==> src/rtl/imm_encoder.sv <==
// ============================================================================
// Module: imm_encoder
//
// Purpose
//   Inverse of the immediate sign-extend stage. Takes a 32-bit signed immediate
//   and an instruction template, then scatters the immediate into the RISC-V
//   I/S/B/J bit fields. Feeds the self-test instruction generator and the
//   instruction-memory patch loader.
//
//   Two-stage valid/ready pipeline:
//     S1 - registers the request together with its range/alignment verdict
//     S2 - merges the immediate fields into the template and holds the result
//   Requests that fail the check come out with Err_o=1. Each errored result
//   that transfers bumps a saturating counter.
//
// Configuration
//   IMM_ENCODER_UTYPE_EN - when defined, ImmSrc_i=011 encodes a U-type
//                          immediate ([31:12]=imm[31:12], imm[11:0] must be 0).
//                          When undefined, 011 is treated as unsupported.
//
// Parameters
//   DATA_WIDTH  instruction/immediate width, only 32 is supported
//   CNT_WIDTH   width of the saturating error counter
//
// Ports
//   clk_i     in   1           clock, rising edge
//   rst_i     in   1           asynchronous active-high reset
//   Valid_i   in   1           request valid
//   Ready_o   out  1           encoder can accept a request this cycle
//   ImmSrc_i  in   3           000=I 001=B 010=S 100=J 011=U (macro only)
//   Imm_i     in   DATA_WIDTH  signed immediate (byte offset for B/J)
//   Base_i    in   DATA_WIDTH  template; immediate field bits are ignored
//   Valid_o   out  1           result valid
//   Ready_i   in   1           downstream accepts the result
//   Instr_o   out  DATA_WIDTH  encoded instruction
//   Err_o     out  1           result is an error (qualified by Valid_o)
//   ErrCnt_o  out  CNT_WIDTH   saturating count of errored results
// ============================================================================
module imm_encoder #(
    parameter int DATA_WIDTH = 32,
    parameter int CNT_WIDTH  = 8
) (
    input  logic                  clk_i,
    input  logic                  rst_i,
    input  logic                  Valid_i,
    output logic                  Ready_o,
    input  logic [2:0]            ImmSrc_i,
    input  logic [DATA_WIDTH-1:0] Imm_i,
    input  logic [DATA_WIDTH-1:0] Base_i,
    output logic                  Valid_o,
    input  logic                  Ready_i,
    output logic [DATA_WIDTH-1:0] Instr_o,
    output logic                  Err_o,
    output logic [CNT_WIDTH-1:0]  ErrCnt_o
);

    // Immediate source encodings
    localparam logic [2:0] SRC_I = 3'b000;
    localparam logic [2:0] SRC_B = 3'b001;
    localparam logic [2:0] SRC_S = 3'b010;
    localparam logic [2:0] SRC_U = 3'b011;
    localparam logic [2:0] SRC_J = 3'b100;

    // S1 only needs the immediate bits some supported format can place.
    // Without U-type the widest field is J (imm[20:0]).
`ifdef IMM_ENCODER_UTYPE_EN
    localparam int IMM_KEEP = 32;
`else
    localparam int IMM_KEEP = 21;
`endif

    typedef enum logic {
        STAGE_EMPTY = 1'b0,
        STAGE_FULL  = 1'b1
    } stage_e;

    stage_e                  s1State_q, s1State_d;
    stage_e                  s2State_q, s2State_d;

    logic [IMM_KEEP-1:0]     s1Imm_q,   s1Imm_d;
    logic [DATA_WIDTH-1:0]   s1Base_q,  s1Base_d;
    logic [2:0]              s1Src_q,   s1Src_d;
    logic                    s1Err_q,   s1Err_d;

    logic [DATA_WIDTH-1:0]   instr_q,   instr_d;
    logic                    err_q,     err_d;
    logic [CNT_WIDTH-1:0]    errCnt_q,  errCnt_d;

    logic                    s1Load;
    logic                    s1Advance;
    logic                    s2Free;
    logic                    outXfer;
    logic                    rangeOk;
    logic                    fits12;
    logic                    fits13;
    logic                    fits21;
    logic [DATA_WIDTH-1:0]   fieldMask;
    logic [DATA_WIDTH-1:0]   fieldBits;
    logic [DATA_WIDTH-1:0]   mergedInstr;

    // ------------------------------------------------------------------------
    // Handshake glue. S2 can take a new result when it is empty or its current
    // result leaves this cycle. Ready_o only looks at stage occupancy and
    // Ready_i, never at Valid_i.
    // ------------------------------------------------------------------------
    always_comb begin
        s2Free    = (s2State_q == STAGE_EMPTY) || Ready_i;
        s1Advance = (s1State_q == STAGE_FULL) && s2Free;
        s1Load    = Valid_i && Ready_o;
        outXfer   = (s2State_q == STAGE_FULL) && Ready_i;
    end

    // ------------------------------------------------------------------------
    // Stage occupancy: state registers
    // ------------------------------------------------------------------------
    always_ff @(posedge clk_i or posedge rst_i) begin
        if (rst_i) begin
            s1State_q <= STAGE_EMPTY;
            s2State_q <= STAGE_EMPTY;
        end else begin
            s1State_q <= s1State_d;
            s2State_q <= s2State_d;
        end
    end

    // ------------------------------------------------------------------------
    // Stage occupancy: next state. A stage goes EMPTY only when it advances
    // without being refilled in the same cycle.
    // ------------------------------------------------------------------------
    always_comb begin
        s1State_d = s1State_q;
        s2State_d = s2State_q;

        case (s1State_q)
            STAGE_EMPTY: if (s1Load) s1State_d = STAGE_FULL;
            STAGE_FULL:  if (s1Advance && !s1Load) s1State_d = STAGE_EMPTY;
            default:     s1State_d = STAGE_EMPTY;
        endcase

        case (s2State_q)
            STAGE_EMPTY: if (s1Advance) s2State_d = STAGE_FULL;
            STAGE_FULL:  if (Ready_i && !s1Advance) s2State_d = STAGE_EMPTY;
            default:     s2State_d = STAGE_EMPTY;
        endcase
    end

    // ------------------------------------------------------------------------
    // Stage occupancy: outputs
    // ------------------------------------------------------------------------
    always_comb begin
        Ready_o = (s1State_q == STAGE_EMPTY) || s2Free;
        Valid_o = (s2State_q == STAGE_FULL);
    end

    // ------------------------------------------------------------------------
    // Range/alignment check on the incoming request. A value fits an N-bit
    // signed field when every bit from N-1 upward equals the sign bit.
    // ------------------------------------------------------------------------
    always_comb begin
        fits12  = (Imm_i[31:11] == 21'h0) || (Imm_i[31:11] == {21{1'b1}});
        fits13  = (Imm_i[31:12] == 20'h0) || (Imm_i[31:12] == {20{1'b1}});
        fits21  = (Imm_i[31:20] == 12'h0) || (Imm_i[31:20] == {12{1'b1}});
        rangeOk = 1'b0;
        case (ImmSrc_i)
            SRC_I,
            SRC_S:   rangeOk = fits12;
            SRC_B:   rangeOk = fits13 && !Imm_i[0];
            SRC_J:   rangeOk = fits21 && !Imm_i[0];
`ifdef IMM_ENCODER_UTYPE_EN
            SRC_U:   rangeOk = (Imm_i[11:0] == 12'h0);
`endif
            default: rangeOk = 1'b0;
        endcase
    end

    // ------------------------------------------------------------------------
    // S1 capture
    // ------------------------------------------------------------------------
    always_comb begin
        s1Imm_d  = s1Imm_q;
        s1Base_d = s1Base_q;
        s1Src_d  = s1Src_q;
        s1Err_d  = s1Err_q;
        if (s1Load) begin
            s1Imm_d  = Imm_i[IMM_KEEP-1:0];
            s1Base_d = Base_i;
            s1Src_d  = ImmSrc_i;
            s1Err_d  = !rangeOk;
        end
    end

    always_ff @(posedge clk_i or posedge rst_i) begin
        if (rst_i) begin
            s1Imm_q  <= '0;
            s1Base_q <= '0;
            s1Src_q  <= '0;
            s1Err_q  <= 1'b0;
        end else begin
            s1Imm_q  <= s1Imm_d;
            s1Base_q <= s1Base_d;
            s1Src_q  <= s1Src_d;
            s1Err_q  <= s1Err_d;
        end
    end

    // ------------------------------------------------------------------------
    // Field merge. fieldMask marks the template bits owned by the immediate
    // for this format; fieldBits holds the scattered immediate. Errored
    // results keep the mask (fields forced to 0) but drop the bits. An
    // unsupported format owns no bits, so its template passes through whole.
    // ------------------------------------------------------------------------
    always_comb begin
        fieldMask = '0;
        fieldBits = '0;
        case (s1Src_q)
            SRC_I: begin
                fieldMask[31:20] = '1;
                fieldBits[31:20] = s1Imm_q[11:0];
            end
            SRC_S: begin
                fieldMask[31:25] = '1;
                fieldMask[11:7]  = '1;
                fieldBits[31:25] = s1Imm_q[11:5];
                fieldBits[11:7]  = s1Imm_q[4:0];
            end
            SRC_B: begin
                fieldMask[31:25] = '1;
                fieldMask[11:7]  = '1;
                fieldBits[31]    = s1Imm_q[12];
                fieldBits[30:25] = s1Imm_q[10:5];
                fieldBits[11:8]  = s1Imm_q[4:1];
                fieldBits[7]     = s1Imm_q[11];
            end
            SRC_J: begin
                fieldMask[31:12] = '1;
                fieldBits[31]    = s1Imm_q[20];
                fieldBits[30:21] = s1Imm_q[10:1];
                fieldBits[20]    = s1Imm_q[11];
                fieldBits[19:12] = s1Imm_q[19:12];
            end
`ifdef IMM_ENCODER_UTYPE_EN
            SRC_U: begin
                fieldMask[31:12] = '1;
                fieldBits[31:12] = s1Imm_q[31:12];
            end
`endif
            default: begin
                fieldMask = '0;
                fieldBits = '0;
            end
        endcase
        mergedInstr = (s1Base_q & ~fieldMask) | (s1Err_q ? '0 : fieldBits);
    end

    // ------------------------------------------------------------------------
    // S2 result and error counter. The result only changes when S1 advances,
    // which keeps it stable while downstream applies backpressure. The counter
    // counts errored results as they leave and sticks at all-ones.
    // ------------------------------------------------------------------------
    always_comb begin
        instr_d  = instr_q;
        err_d    = err_q;
        errCnt_d = errCnt_q;
        if (s1Advance) begin
            instr_d = mergedInstr;
            err_d   = s1Err_q;
        end
        if (outXfer && err_q && !(&errCnt_q)) begin
            errCnt_d = errCnt_q + 1'b1;
        end
    end

    always_ff @(posedge clk_i or posedge rst_i) begin
        if (rst_i) begin
            instr_q  <= '0;
            err_q    <= 1'b0;
            errCnt_q <= '0;
        end else begin
            instr_q  <= instr_d;
            err_q    <= err_d;
            errCnt_q <= errCnt_d;
        end
    end

    assign Instr_o  = instr_q;
    assign Err_o    = err_q;
    assign ErrCnt_o = errCnt_q;

endmodule

==> config.mk <==
export PLATFORM = sky130hd
export DESIGN_NAME = imm_encoder
export DESIGN_NICKNAME = d
export VERILOG_FILES = /design/src/rtl/imm_encoder.sv
export SDC_FILE = /design/constraint.sdc
export NUM_CORES = 1
export LEC_CHECK = 0
export ABC_CLOCK_PERIOD_IN_PS = 3200
export CORE_ASPECT_RATIO = 1.5
export CORE_MARGIN = 10
export CORE_UTILIZATION = 30
export DETAILED_ROUTE_END_ITERATION = 10
export SLEW_MARGIN = 30
export SYNTH_ARGS = -nofsm -noshare
export SYNTH_HDL_FRONTEND = slang
export SYNTH_SLANG_ARGS = --single-unit
==> constraint.sdc <==
create_clock -name clk_i -period 3.2 [get_ports clk_i]
set_input_delay 0.64 -clock clk_i [delete_from_list [all_inputs] [get_ports clk_i]]
set_output_delay 0.64 -clock clk_i [all_outputs]
set_load 0.005 [all_outputs]
# [After elaboration in Yosys (flattened, before gate mapping)]
# Cells that the tools add are included.
[word_totals] ff_bits=100 input_bits=71 elab_cells=70 output_inout_bits=43
[op_classes] bitwise=5 reduce_logical=30 muxes=16 eq_ne=9 n_addsub=1
[op_table] operator="bitwise AND 32 bit" count=1
[op_table] operator="two-way mux 32 bit" count=1
[op_table] operator="inverter 32 bit" count=1
[op_table] operator="bitwise OR 32 bit" count=1
[op_table] operator="equality test 21 bit, second input constant" count=1
[op_table] operator="logical NOT 21 bit" count=1
[op_table] operator="one-hot mux 7 bit (3 select lines)" count=1
[op_table] operator="equality test 20 bit, second input constant" count=1
[op_table] operator="logical NOT 20 bit" count=1
[op_table] operator="one-hot mux 5 bit (2 select lines)" count=2
[op_table] operator="two-way mux 8 bit" count=2
[op_table] operator="equality test 12 bit, second input constant" count=1
[op_table] operator="logical NOT 12 bit" count=1
[op_table] operator="two-way mux 5 bit" count=2
[op_table] operator="logical AND 1 bit" count=9
[op_table] operator="adder 8 x 1 -> 8 bit, second input constant" count=1
[op_table] operator="AND reduction 8 bit" count=1
[op_table] operator="OR reduction 2 bit" count=4
[op_table] operator="two-way mux 7 bit" count=1
[op_table] operator="equality test 3 x 1 -> 1 bit, second input constant" count=2
[op_table] operator="equality test 3 x 2 -> 1 bit, second input constant" count=2
[op_table] operator="equality test 3 bit, second input constant" count=2
[op_table] operator="logical NOT 3 bit" count=2
[op_table] operator="logical NOT 1 bit" count=5
[op_table] operator="other kinds (6)" count=15

# [Depth between registers and ports, before layout]
[logic_depth] ltp_word=8 depth_mapped=7 ltp_nobuf=5

# [Least setup slack after synthesis]
# OpenSTA, ideal clock, no wires.
[synth_path] kind="input-to-reg" startpoint="input port Ready_i" endpoint="register s1Base_q[10]" required_ns=3.075 setup_ns=0.125 n_path_buf=2 t_arrival_ns=1.568 path_slack_ns=1.508 cell_stages=5 cell_sequence="nand3b_4 nand2_1 buf_4 buf_4 mux2_2"
[synth_via] elab_chain_len=3
[synth_lines] item="start: declaration" line="51" source="input logic Ready_i,"
[synth_lines] item="logical OR 1 bit" line="107" source="s2Free = (s2State_q == STAGE_EMPTY) || Ready_i;"
[synth_lines] item="logical OR 1 bit" line="151" source="Ready_o = (s1State_q == STAGE_EMPTY) || s2Free;"
[synth_lines] item="logical AND 1 bit" line="109" source="s1Load = Valid_i && Ready_o;"
[synth_lines] item="end signal: assignment" line="200" source="s1Base_q <= s1Base_d;"
[synth_lines] item="end: declaration" line="81" source="logic [DATA_WIDTH-1:0] s1Base_q, s1Base_d;"
# No other way between the ends.
# A chain may end at the register's enable or synchronous reset.

# [Worst setup path in the final report]
[layout_path] startpoint="input port Ready_i" endpoint="output port Ready_o"
[layout_via] elab_chain_len=2
[layout_lines] item="logical OR 1 bit" line="107"
[layout_lines] item="logical OR 1 bit" line="151"
[layout_lines] item="end: declaration" line="46" source="output logic Ready_o,"
# No other way between the ends.

==> impl_metrics.py <==
metrics = {
    "status": {
        "status": "finished, final reports clean",
    },
    "placement": {
        "pre_cts_slack_ns": 0.708,
        "gp_congestion": 0.764,
        "portBuffers": 113,
        "dp_hpwl_um": 8050,
        "dp.cells": 635,
    },
    "floorplan": {
        "dieWidth_um": 118,
        "core_um2": 14100,
        "ios": 114,
        "initial_core_util": 0.308,
        "die-area_um2": 19800,
        "die_y_um": 168,
        "rows": 53,
    },
    "synth": {
        "ys_warn_count": 0,
        "yosysMostFrequentCell": "dfrtp_1",
        "synthTopCellsByArea": "dfrtp_1, mux2_2, o21ai_0",
        "syn_area_um2": 4360,
        "synth.top_cell.area_share": 0.574,
        "synth_edf_count": 0,
        "ys_types": 35,
        "synth.ff_latch_count": 100,
        "synthCells": 346,
        "ys_seq_area_frac": 0.574,
        "ys_async_sr_fraction": 1.00,
        "yosysTopAreaCell": "dfrtp_1",
        "synth_fp_nets": 418,
        "syn_area_per_cell_um2": 12.6,
        "synth_flop_cell": "dfrtp_1",
        "synth_commonest_cells": "dfrtp_1, mux2_2, nand2_1, o21ai_0, a21oi_1",
    },
    "grt": {
        "grt_pass1_wl_um": 17700,
        "gr-usage-all-layers": 0.112,
        "grt_pass1_vias": 3303,
        "grt_max_degree": 101,
        "grt_antenna_before_repair": 0,
        "grt_overflow": 0,
    },
    "sta": {
        "worst_pin_slew_ns": 0.929,
        "setup_viol": 0,
        "skew_ns": 0.00834,
        "setup_tns_ns": 0,
        "timing.final.max_slew_violations": 0,
        "holdWs_ns": 0.480,
        "fmax_mhz": 410,
        "finalCritPeriodShare": 0.762,
        "relSlewSlack": 0.381,
        "rsz0062_at_grt": "no",
        "period_minus_slack_ns": 2.44,
        "fin_ws_ns": 0.760,
        "finalHoldViolations": 0,
    },
    "cts": {
        "cts_tree": "yes",
        "cts-root-buf": "clkbuf_16",
        "cts_max_path_buffers": 2,
        "numClockSinks": 100,
        "htree_levels": 3,
        "clk_pin_slew_ns": 0.07,
        "clk_latency_ns": 0.34,
        "hold_buffers": 0,
        "cts_buffers": 9,
        "cts_setup_buffers": 0,
        "post_cts_resized": 0,
    },
    "route": {
        "wl_um": 10800,
        "avgRoutedWirePerCell_um": 16.6,
        "post-route-drc-count": 0,
        "drt_pass1_iterations": 4,
        "vias_per_cell": 4.58,
        "drt_iter0_drc": 97,
        "vias": 2979,
        "postRouteAntennaNets": 0,
    },
    "pwr": {
        "ir_worst_vdd_mv": 0.314,
        "power_density_nw_per_um2": 610,
        "leakage_nw": 2.37,
    },
    "setup_path": {
        "worst_setup_path_start_kind": "input pin",
        "critical_path_class": "input pin to primary output",
        "cp.required_ns": 2.56,
        "critPathCaptureType": "primary output",
        "path_max_fanout": 4,
        "cp.arrival_ns": 1.80,
    },
    "final_layout": {
        "seq_area_um2": 2500,
        "fill_cells": 1345,
        "multi_input_area_um2": 1740,
        "finalNetCount": 526,
        "drive_gt1_frac": 0.205,
        "diodes": 0,
        "fin_cells": 651,
        "final_util": 0.423,
        "syn_to_final_growth_pct": 37.2,
    },
    "hold_path": {
        "hp-class": "flip-flop to flip-flop",
    },
    "run": {
        "drv_cap": 0,
    },
}
metal layers:
| metal | up-vias | routed length [µm] | global-route usage |
|---|---|---|---|
| met4 | 0 | 167 | 0.0432 |
| met2 | 60 | 5760 | 0.200 |
| met3 | 10 | 498 | 0.0293 |
| met5 | - | 0 | 0 |
| met1 | 1456 | 4380 | 0.123 |
| li1 | 1453 | - | - |
sequential cells by signal, indices dropped and copies added, names as in the netlist:
| register | count |
|---|---|
| ErrCnt_o | 8 |
| s1State_q | 1 |
| Valid_o | 1 |
| Instr_o | 32 |
| s1Err_q | 1 |
| s1Src_q | 3 |
| Err_o | 1 |
| s1Base_q | 32 |
| s1Imm_q | 21 |
power by group:
group / leakage, nW / switching, mW / total (mW) / internal (mW)
Clock: 0.153 / 0.497 / 1.12 / 0.620
Combinational: 1.02 / 0.314 / 0.857 / 0.542
Sequential: 1.19 / 0.171 / 1.67 / 1.50
Total: 2.37 / 0.982 / 3.65 / 2.67
layout by cell type (no fill, tap or decap), drive strengths merged, types with 2 or more instances in the layout:
cell | netlist | final
dfrtp | 100 | 100
nand2 | 31 | 31
xnor2 | 8 | 8
nand2b | 4 | 4
buf | 14 | 3
inv | 2 | 5
nor2b | 4 | 4
and3 | 3 | 3
nor3 | 2 | 2
a21oi | 18 | 18
nor3b | 15 | 15
nand3 | 2 | 2
mux2i | 10 | 10
clkinv | 0 | 2
nor2 | 8 | 8
or4 | 3 | 3
nand4 | 10 | 10
mux2 | 65 | 65
o21ai | 29 | 29
nor4 | 3 | 3
nand3b | 3 | 3
clkdlybuf4s50 | 0 | 113
clkbuf | 5 | 9
a31oi | 2 | 2
area by class of cell:
| class | instances | area share |
|---|---|---|
| Tap cell | 192 | 0.0402 |
| Timing Repair Buffer | 116 | 0.197 |
| Clock inverter | 7 | 0.0136 |
| Clock buffer | 9 | 0.0377 |
| Sequential cell | 100 | 0.419 |
| Multi-Input combinational cell | 225 | 0.291 |
| Inverter | 2 | 0.00188 |
worst max-delay path, cell delays in order:
cell	delay, ns
clkdlybuf4s50_1	0.49
nand3b_4	0.16
clkdlybuf4s50_1	0.51
stage by stage:
step | total power, mW | instance area, µm²
after global placement | 2.55 | 5670
after floorplan | 2.09 | 4360
after global routing | 3.87 | 5980
final | 3.65 | 5980
after CTS | 3.72 | 5980
after detailed placement | 2.58 | 5670
kinds of logic (layout without fill, tap and decap cells):
| family | count (synthesis) | count (layout) | share of synthesized area |
|---|---|---|---|
| buf+inv | 21 | 134 | 0.0279 |
| mux | 75 | 75 | 0.191 |
| fa+ha+maj | 1 | 1 | 0.00287 |
| flops | 100 | 100 | 0.574 |
| compound gates | 52 | 52 | 0.0658 |
| xor+xnor | 9 | 9 | 0.0181 |
| simple gates | 88 | 88 | 0.120 |
final timing paths:
path	from	end	slack, ns	cells past startpoint
setup / recovery	Ready_i	Ready_o	0.76	3
hold / removal	Instr_o[9]	Instr_o[9]	0.48	2
setup reg to reg	s1Src_q[1]	Instr_o[29]	1.36	5
hold reg to reg	Instr_o[9]	Instr_o[9]	0.48	2
max in group asynchronous	rst_i	Instr_o[6]	1.97	3
min in group asynchronous	rst_i	Instr_o[13]	0.77	3
Power figures use the tool's default switching activity.
